==> src/rtl/note_scheduler_if.sv <==
// Chart ROM bus for note_scheduler: the scheduler drives the address and
// reads back the entry combinationally.
interface note_scheduler_if #(
   parameter int CHART_AW = 6
);
   logic [CHART_AW-1:0] chart_addr;
   logic [11:0]         chart_time;
   logic [1:0]          chart_lane;
   logic                chart_last;

   modport master (output chart_addr, input chart_time, input chart_lane, input chart_last);
   modport slave  (input chart_addr, output chart_time, output chart_lane, output chart_last);
endinterface

==> src/rtl/note_scheduler.sv <==
// Chart-driven falling-note sequencer: spawns notes into a slot pool, moves them,
// judges hits/misses. Define NOTE_SCHED_COMBO_BONUS_EN for the +2 combo bonus.
module note_scheduler #(
   parameter int         NUM_SLOTS = 8,
   parameter int         CHART_AW  = 6,
   parameter int         Y_START   = 100,
   parameter int         Y_MAX     = 400,
   parameter int         ARROW_H   = 40,
   parameter int         HIT_LO    = 340,
   parameter int         SPEED     = 1,
   parameter logic [7:0] KEY_L0    = 8'h04,
   parameter logic [7:0] KEY_L1    = 8'h16,
   parameter logic [7:0] KEY_L2    = 8'h07,
   parameter logic [7:0] KEY_L3    = 8'h09,
   parameter logic [7:0] START_KEY = 8'h2C,
   parameter logic [7:0] RESET_KEY = 8'h01
) (
   input  logic                   frame_clk,
   input  logic                   Reset,
   input  logic [7:0]             keycode,
   input  logic [7:0]             keycode_second,
   note_scheduler_if.master       chart,
   output logic [NUM_SLOTS-1:0]   slot_active,
   output logic [2*NUM_SLOTS-1:0] slot_lane,
   output logic [10*NUM_SLOTS-1:0] slot_y,
   output logic [11:0]            score,
   output logic [7:0]             miss_cnt,
   output logic [7:0]             combo,
   output logic                   playing,
   output logic                   done
);

   localparam logic [1:0] ST_HALTED  = 2'd0;
   localparam logic [1:0] ST_PLAYING = 2'd1;
   localparam logic [1:0] ST_END     = 2'd2;

   logic [1:0]           state;
   logic [11:0]          frame_cnt;
   logic [CHART_AW-1:0]  chart_addr;
   logic                 exhausted;
   logic [3:0]           prev_press;
   logic [3:0]           press_now;
   logic [3:0]           press_evt;
   logic [1:0]           lane_q [NUM_SLOTS];
   logic [9:0]           y_q    [NUM_SLOTS];
   logic [10:0]          y_ext  [NUM_SLOTS];
   logic [NUM_SLOTS-1:0] miss_vec;
   logic [NUM_SLOTS-1:0] hit_vec;
   logic [NUM_SLOTS-1:0] spawn_vec;
   logic [NUM_SLOTS-1:0] best_oh;
   logic [9:0]           best_y;
   logic                 best_found;
   logic                 free_found;
   logic                 spawn_due;
   logic                 drop;
   logic [3:0]           hit_count;
   logic [7:0]           miss_count;
   logic [7:0]           miss_total;
   logic [12:0]          hit_inc;
   logic [12:0]          score_sum;
   logic [8:0]           miss_sum;
   logic [8:0]           combo_sum;
   logic [7:0]           combo_base;

   assign chart.chart_addr = chart_addr;
   assign playing          = (state == ST_PLAYING);
   assign done             = (state == ST_END);

   always_comb begin
      slot_lane = '0;
      slot_y    = '0;
      for (int i = 0; i < NUM_SLOTS; i++) begin
         slot_lane[2*i +: 2]  = lane_q[i];
         slot_y[10*i +: 10]   = y_q[i];
      end
   end

   // A lane fires only on the frame its key first appears on either keycode input.
   always_comb begin
      press_now[0] = (keycode == KEY_L0) || (keycode_second == KEY_L0);
      press_now[1] = (keycode == KEY_L1) || (keycode_second == KEY_L1);
      press_now[2] = (keycode == KEY_L2) || (keycode_second == KEY_L2);
      press_now[3] = (keycode == KEY_L3) || (keycode_second == KEY_L3);
      press_evt    = press_now & ~prev_press;
   end

   // Judge every slot on its pre-motion Y; sums are 11 bits so they never wrap.
   always_comb begin
      miss_vec   = '0;
      hit_vec    = '0;
      spawn_vec  = '0;
      best_oh    = '0;
      best_y     = '0;
      best_found = 1'b0;
      free_found = 1'b0;
      hit_count  = '0;
      miss_count = '0;
      for (int i = 0; i < NUM_SLOTS; i++) begin
         y_ext[i]    = {1'b0, y_q[i]} + 11'(ARROW_H);
         miss_vec[i] = slot_active[i] && (y_ext[i] >= 11'(Y_MAX));
      end
      for (int l = 0; l < 4; l++) begin
         best_oh    = '0;
         best_y     = '0;
         best_found = 1'b0;
         for (int i = 0; i < NUM_SLOTS; i++) begin
            if (press_evt[l] && slot_active[i] && (lane_q[i] == 2'(l)) &&
                (y_ext[i] >= 11'(HIT_LO)) && (y_ext[i] < 11'(Y_MAX)) &&
                (!best_found || (y_q[i] > best_y))) begin
               best_found = 1'b1;
               best_y     = y_q[i];
               best_oh    = '0;
               best_oh[i] = 1'b1;
            end
         end
         hit_vec = hit_vec | best_oh;
      end
      for (int i = 0; i < NUM_SLOTS; i++) begin
         if (!free_found && !slot_active[i]) begin
            free_found   = 1'b1;
            spawn_vec[i] = 1'b1;
         end
         hit_count  = hit_count + 4'(hit_vec[i]);
         miss_count = miss_count + 8'(miss_vec[i]);
      end
   end

   // Counter arithmetic: a miss on the same edge as a hit clears combo before the hits add.
   always_comb begin
      spawn_due  = !exhausted && (chart.chart_time <= frame_cnt);
      drop       = spawn_due && !free_found;
      miss_total = miss_count + 8'(drop);
      hit_inc    = 13'(hit_count);
`ifdef NOTE_SCHED_COMBO_BONUS_EN
      if (combo >= 8'd10) begin
         hit_inc = 13'(hit_count) << 1;
      end
`else
`endif
      score_sum  = {1'b0, score} + hit_inc;
      miss_sum   = {1'b0, miss_cnt} + {1'b0, miss_total};
      combo_base = (miss_total != 8'd0) ? 8'd0 : combo;
      combo_sum  = {1'b0, combo_base} + 9'(hit_count);
   end

   always_ff @(posedge frame_clk) begin
      if (Reset) begin
         state       <= ST_HALTED;
         frame_cnt   <= '0;
         chart_addr  <= '0;
         exhausted   <= 1'b0;
         prev_press  <= '0;
         slot_active <= '0;
         score       <= '0;
         miss_cnt    <= '0;
         combo       <= '0;
         for (int i = 0; i < NUM_SLOTS; i++) begin
            lane_q[i] <= '0;
            y_q[i]    <= '0;
         end
      end else begin
         prev_press <= press_now;
         case (state)
            ST_HALTED: begin
               if (keycode == START_KEY) begin
                  state       <= ST_PLAYING;
                  frame_cnt   <= '0;
                  chart_addr  <= '0;
                  exhausted   <= 1'b0;
                  slot_active <= '0;
                  score       <= '0;
                  miss_cnt    <= '0;
                  combo       <= '0;
                  for (int i = 0; i < NUM_SLOTS; i++) begin
                     lane_q[i] <= '0;
                     y_q[i]    <= '0;
                  end
               end
            end
            ST_PLAYING: begin
               if (exhausted && (slot_active == '0)) begin
                  state <= ST_END;
               end
               if (frame_cnt != 12'hFFF) begin
                  frame_cnt <= frame_cnt + 12'd1;
               end
               // Spawn targets a slot free before this edge; freed slots wait a frame.
               for (int i = 0; i < NUM_SLOTS; i++) begin
                  if (spawn_due && spawn_vec[i]) begin
                     slot_active[i] <= 1'b1;
                     lane_q[i]      <= chart.chart_lane;
                     y_q[i]         <= 10'(Y_START);
                  end else if (miss_vec[i] || hit_vec[i]) begin
                     slot_active[i] <= 1'b0;
                  end else if (slot_active[i]) begin
                     y_q[i] <= y_q[i] + 10'(SPEED);
                  end
               end
               if (spawn_due) begin
                  chart_addr <= chart_addr + 1'b1;
                  if (chart.chart_last) begin
                     exhausted <= 1'b1;
                  end
               end
               score    <= (score_sum > 13'd4095) ? 12'd4095 : score_sum[11:0];
               miss_cnt <= (miss_sum > 9'd255) ? 8'd255 : miss_sum[7:0];
               combo    <= (combo_sum > 9'd255) ? 8'd255 : combo_sum[7:0];
            end
            ST_END: begin
               if (keycode == RESET_KEY) begin
                  state <= ST_HALTED;
               end
            end
            default: state <= ST_HALTED;
         endcase
      end
   end

endmodule

==> src/flat_wrapper.sv <==
// flat-port wrapper written by rule: the top's interface ports become plain ports
module note_scheduler_flat 
#(
   parameter int         NUM_SLOTS = 8,
   parameter int         CHART_AW  = 6,
   parameter int         Y_START   = 100,
   parameter int         Y_MAX     = 400,
   parameter int         ARROW_H   = 40,
   parameter int         HIT_LO    = 340,
   parameter int         SPEED     = 1,
   parameter logic [7:0] KEY_L0    = 8'h04,
   parameter logic [7:0] KEY_L1    = 8'h16,
   parameter logic [7:0] KEY_L2    = 8'h07,
   parameter logic [7:0] KEY_L3    = 8'h09,
   parameter logic [7:0] START_KEY = 8'h2C,
   parameter logic [7:0] RESET_KEY = 8'h01
)
  (frame_clk, Reset, keycode, keycode_second, slot_active, slot_lane, slot_y, score, miss_cnt, combo, playing, done, chart_chart_addr, chart_chart_time, chart_chart_lane, chart_chart_last);
  note_scheduler_if #(.CHART_AW(CHART_AW)) chart_i ();
  input  logic frame_clk;
  input  logic Reset;
  input  logic [7:0] keycode;
  input  logic [7:0] keycode_second;
  output logic [NUM_SLOTS-1:0] slot_active;
  output logic [2*NUM_SLOTS-1:0] slot_lane;
  output logic [10*NUM_SLOTS-1:0] slot_y;
  output logic [11:0] score;
  output logic [7:0] miss_cnt;
  output logic [7:0] combo;
  output logic playing;
  output logic done;
  output wire logic [$bits(chart_i.chart_addr)-1:0] chart_chart_addr;
  input wire logic [$bits(chart_i.chart_time)-1:0] chart_chart_time;
  input wire logic [$bits(chart_i.chart_lane)-1:0] chart_chart_lane;
  input wire logic [$bits(chart_i.chart_last)-1:0] chart_chart_last;
  assign chart_chart_addr = chart_i.chart_addr;
  assign chart_i.chart_time = chart_chart_time;
  assign chart_i.chart_lane = chart_chart_lane;
  assign chart_i.chart_last = chart_chart_last;
  note_scheduler #(.NUM_SLOTS(NUM_SLOTS), .CHART_AW(CHART_AW), .Y_START(Y_START), .Y_MAX(Y_MAX), .ARROW_H(ARROW_H), .HIT_LO(HIT_LO), .SPEED(SPEED), .KEY_L0(KEY_L0), .KEY_L1(KEY_L1), .KEY_L2(KEY_L2), .KEY_L3(KEY_L3), .START_KEY(START_KEY), .RESET_KEY(RESET_KEY)) u_core (.frame_clk(frame_clk), .Reset(Reset), .keycode(keycode), .keycode_second(keycode_second), .chart(chart_i), .slot_active(slot_active), .slot_lane(slot_lane), .slot_y(slot_y), .score(score), .miss_cnt(miss_cnt), .combo(combo), .playing(playing), .done(done));
endmodule
==> config.mk <==
export PLATFORM = sky130hd
export DESIGN_NAME = note_scheduler_flat
export DESIGN_NICKNAME = d
export VERILOG_FILES = /design/src/rtl/note_scheduler_if.sv /design/src/rtl/note_scheduler.sv /design/src/flat_wrapper.sv
export SDC_FILE = /design/constraint.sdc
export NUM_CORES = 1
export LEC_CHECK = 0
export ABC_AREA = 0
export CAP_MARGIN = 10
export CORE_MARGIN = 5
export CORE_UTILIZATION = 30
export DETAILED_ROUTE_END_ITERATION = 7
export SLEW_MARGIN = 20
export SYNTH_ARGS = -nofsm -noshare
export SYNTH_HDL_FRONTEND = slang
export SYNTH_SLANG_ARGS = --single-unit
export TNS_END_PERCENT = 10
==> constraint.sdc <==
create_clock -name frame_clk -period 31.1 [get_ports frame_clk]
set_clock_uncertainty 0.1 [all_clocks]
set_input_delay 6.22 -clock frame_clk [delete_from_list [all_inputs] [get_ports frame_clk]]
set_output_delay 6.22 -clock frame_clk [all_outputs]
set_load 0.005 [all_outputs]
==> impl_results.md <==
- CTS tree: built
- Post-CTS setup buffers: 0
- Syn Nets: between 3000 and 4000
- DRT Pass-1 Iters: 6
- Clock root buffer: clkbuf_16
- RSZ-0062 raised after global routing: false
- Share of the synthesized area in the top cell type: 19.26%
- Status: complete, no violations
- Setup violators final: 0
- Post_cts resized: 0
- Share of cells above drive strength 1: around 8.6%
- Critical path arrival: between 20000 and 30000 ps
- Gr usage total: ~23%
- Slowest-stage cell, CP: o21ai_1
- Seq cells post-synth: 157
- Post-synthesis sequential area ratio: approximately 18%
- Final worst path period need: approximately 30000 ps
- FMAX: ~0.034 GHz
- Die height: roughly 290 um
- Final #Nets: between 3000 and 4000
- Leading area contributor after synthesis: ha_1
- Vias per cell: approximately 5.9
- WL final: just under 100000 um
- Final slew viol count: 0
- Rows: approximately 100
- Clk_lat worst skew: about 510 ps
- Reg clk slew, reported paths: 70 ps
- Synth Cell Area: between 20000 and 25000 um^2
- Crit. End Element: flip-flop
- Synth top area cells: ha_1 19%, edfxtp_1 12%, dfxtp_1 5.5%
- Kind of critical path: input pin to flip-flop
- GP Congestion: 0.9983
- First-pass GRT wire length: 144100 um
- Crit path launch type: input pin
- Most frequent cells in the layout: 355 x ha_1, 256 x nor2_1, 217 x nand2_1
- Violation count after the first detailed-route iteration: approximately 2600
- Slew of the pin with the lowest slew margin: ~1200 ps
- Max Root-Sink Buffers: 2
- Max_slew headroom: a little under a fifth
- Die Area: 82520 um^2
- Depth of the CTS H-tree: 4
- Top FF cell, synth: edfxtp_1
- Total Power: approximately 560 uW
- Area growth, synth to finish: 15.91%
- Post-synth ARST share: 0%
- Starting density of the core: about 30%
- Average routed wire per standard cell: roughly 24 um
- Core Footprint: approximately 76000 um^2
- Post-CTS Hold Fix Bufs: 0
- Drc violations: 0
- Antenna Violating Nets Remaining: 0
- TNS Setup: 0 ps
- Total global routing overflow: 0
- Initial antenna violation count: 1
- Crit share post-route: between 90% and 100%
- Syn Inst Count: 2911
- Syn. warnings: 0
- Crit Path Max Fanout: 30
- ANT cells: 0
- Worst R2R Setup Slack: around 6600 ps
- Final hold vios: 0
- # fillers: approximately 8000
- Synth cell types: between 100 and 150
- Chip width: 287.3 um
- Detail Placement HPWL: around 75000 um
- Hold Slack: 368.2 ps
- Required @ worst endpoint: roughly 31000 ps
- CTS Buf Count: 17
- Max Cap Viol: 0
- Worst path max stage delay: a little over 900 ps
- Clk sinks: 157
- Leak: between 0.01 and 0.015 uW
- Syn_area_per_cell: 7.922 um^2
- VDD IR max: 39.07 uV
- Via count: 24010
- Worst hold path type: flip-flop to flip-flop
- PD cells: 21.04 nW/um^2
- I/O Pins: between 150 and 200
- Vias in the first global route: between 20000 and 25000
- I/O Buffers: 172
- Commonest non-fill, non-tap cell in the layout: ha_1
- Post-synth EDFFs: 94
- Pin count of the biggest net entering global routing: 48
## worst max-delay path: cells and delay by family
family | cells | cell delay [ps]
compound gates | 44 | 11670
fa+ha+maj | 13 | 4860
simple gates | 24 | 4520
mux | 3 | 1310
buf+inv | 8 | 1300
## path summary, 6_finish.rpt
path | startpoint | cells past startpoint | to
setup / recovery | keycode[3] | 92 | u_core.score[7]
hold / removal | u_core.combo[0] | 2 | u_core.combo[0]
setup reg to reg | u_core.y_q[0][4] | 92 | u_core.score[7]
hold reg to reg | u_core.combo[0] | 2 | u_core.combo[0]
## Yosys cell counts, drive strengths merged, types with 37 or more instances
| library cell | n |
|---|---|
| nand2 | 218 |
| nand3 | 78 |
| o211ai | 37 |
| nor2b | 45 |
| edfxtp | 94 |
| a21oi | 190 |
| xnor2 | 80 |
| dfxtp | 63 |
| ha | 355 |
| a21o | 104 |
| clkbuf | 94 |
| nor3 | 63 |
| buf | 64 |
| o21ai | 161 |
| nand4 | 101 |
| inv | 180 |
| and3 | 41 |
| nor2 | 257 |
| nand2b | 45 |
## through the flow
step / utilization (%) / std cells / worst slack [ps] / instance area (um^2)
after global routing: 35.14 / 4089 / 133.7 / 26730
after detailed placement: 34.41 / 4057 / 1249 / 26180
after floorplan: - / 2911 / 5769 / 23060
after global placement: 34.41 / 4057 / 1142 / 26180
final: 35.14 / 4089 / 1407 / 26730
after CTS: 35.12 / 4089 / 1750 / 26720
## cells by family (layout without fill, tap and decap cells)
kind of cell	after synthesis	count (layout)	synth area share, %
flops	157	157	17.71
fa+ha+maj	367	367	20.30
buf+inv	339	487	5.897
simple gates	1027	1027	23.16
mux	61	61	2.816
xor+xnor	108	108	4.102
compound gates	852	852	26.01
## routing by layer
layer | routed length (um) | vias to the layer above | track usage (%) | share of wire [%]
met1 | 42690 | 11450 | 31.17 | 44
met2 | 42600 | 1168 | 35.72 | 44
met5 | 0 | - | 0 | 0
met4 | 3077 | 0 | 7.611 | 3.2
li1 | - | 11200 | - | -
met3 | 9277 | 199 | 5.036 | 9.5
## sequential cells by signal, summed over array words and instances, names as in the netlist
signal	count
u_core.y_q	80
u_core.lane_q	16
u_core.frame_cnt	12
u_core.score	12
u_core.combo	8
u_core.miss_cnt	8
u_core.slot_active	8
u_core.chart.chart_addr	6
u_core.prev_press	4
u_core.state	2
u_core.exhausted	1
## report_power, final
| group | switching [uW] | total [uW] | internal, uW |
|---|---|---|---|
| combinational | 62.9 | 108 | 45.5 |
| clock | 109 | 212 | 103 |
| sequential | 17.4 | 242 | 224 |
## cell type report
cell class | instances | area (um^2) | area share, %
Multi-Input combinational cell | 2415 | 17650 | 66.02
Sequential cell | 157 | 4084 | 15.28
Timing Repair Buffer | 274 | 2495 | 9.333
Tap cell | 1030 | 1289 | 4.821
Inverter | 181 | 679.4 | 2.542
Clock buffer | 18 | 429.2 | 1.606
Clock inverter | 14 | 107.6 | 0.4025
Power figures use the tool's default switching activity.
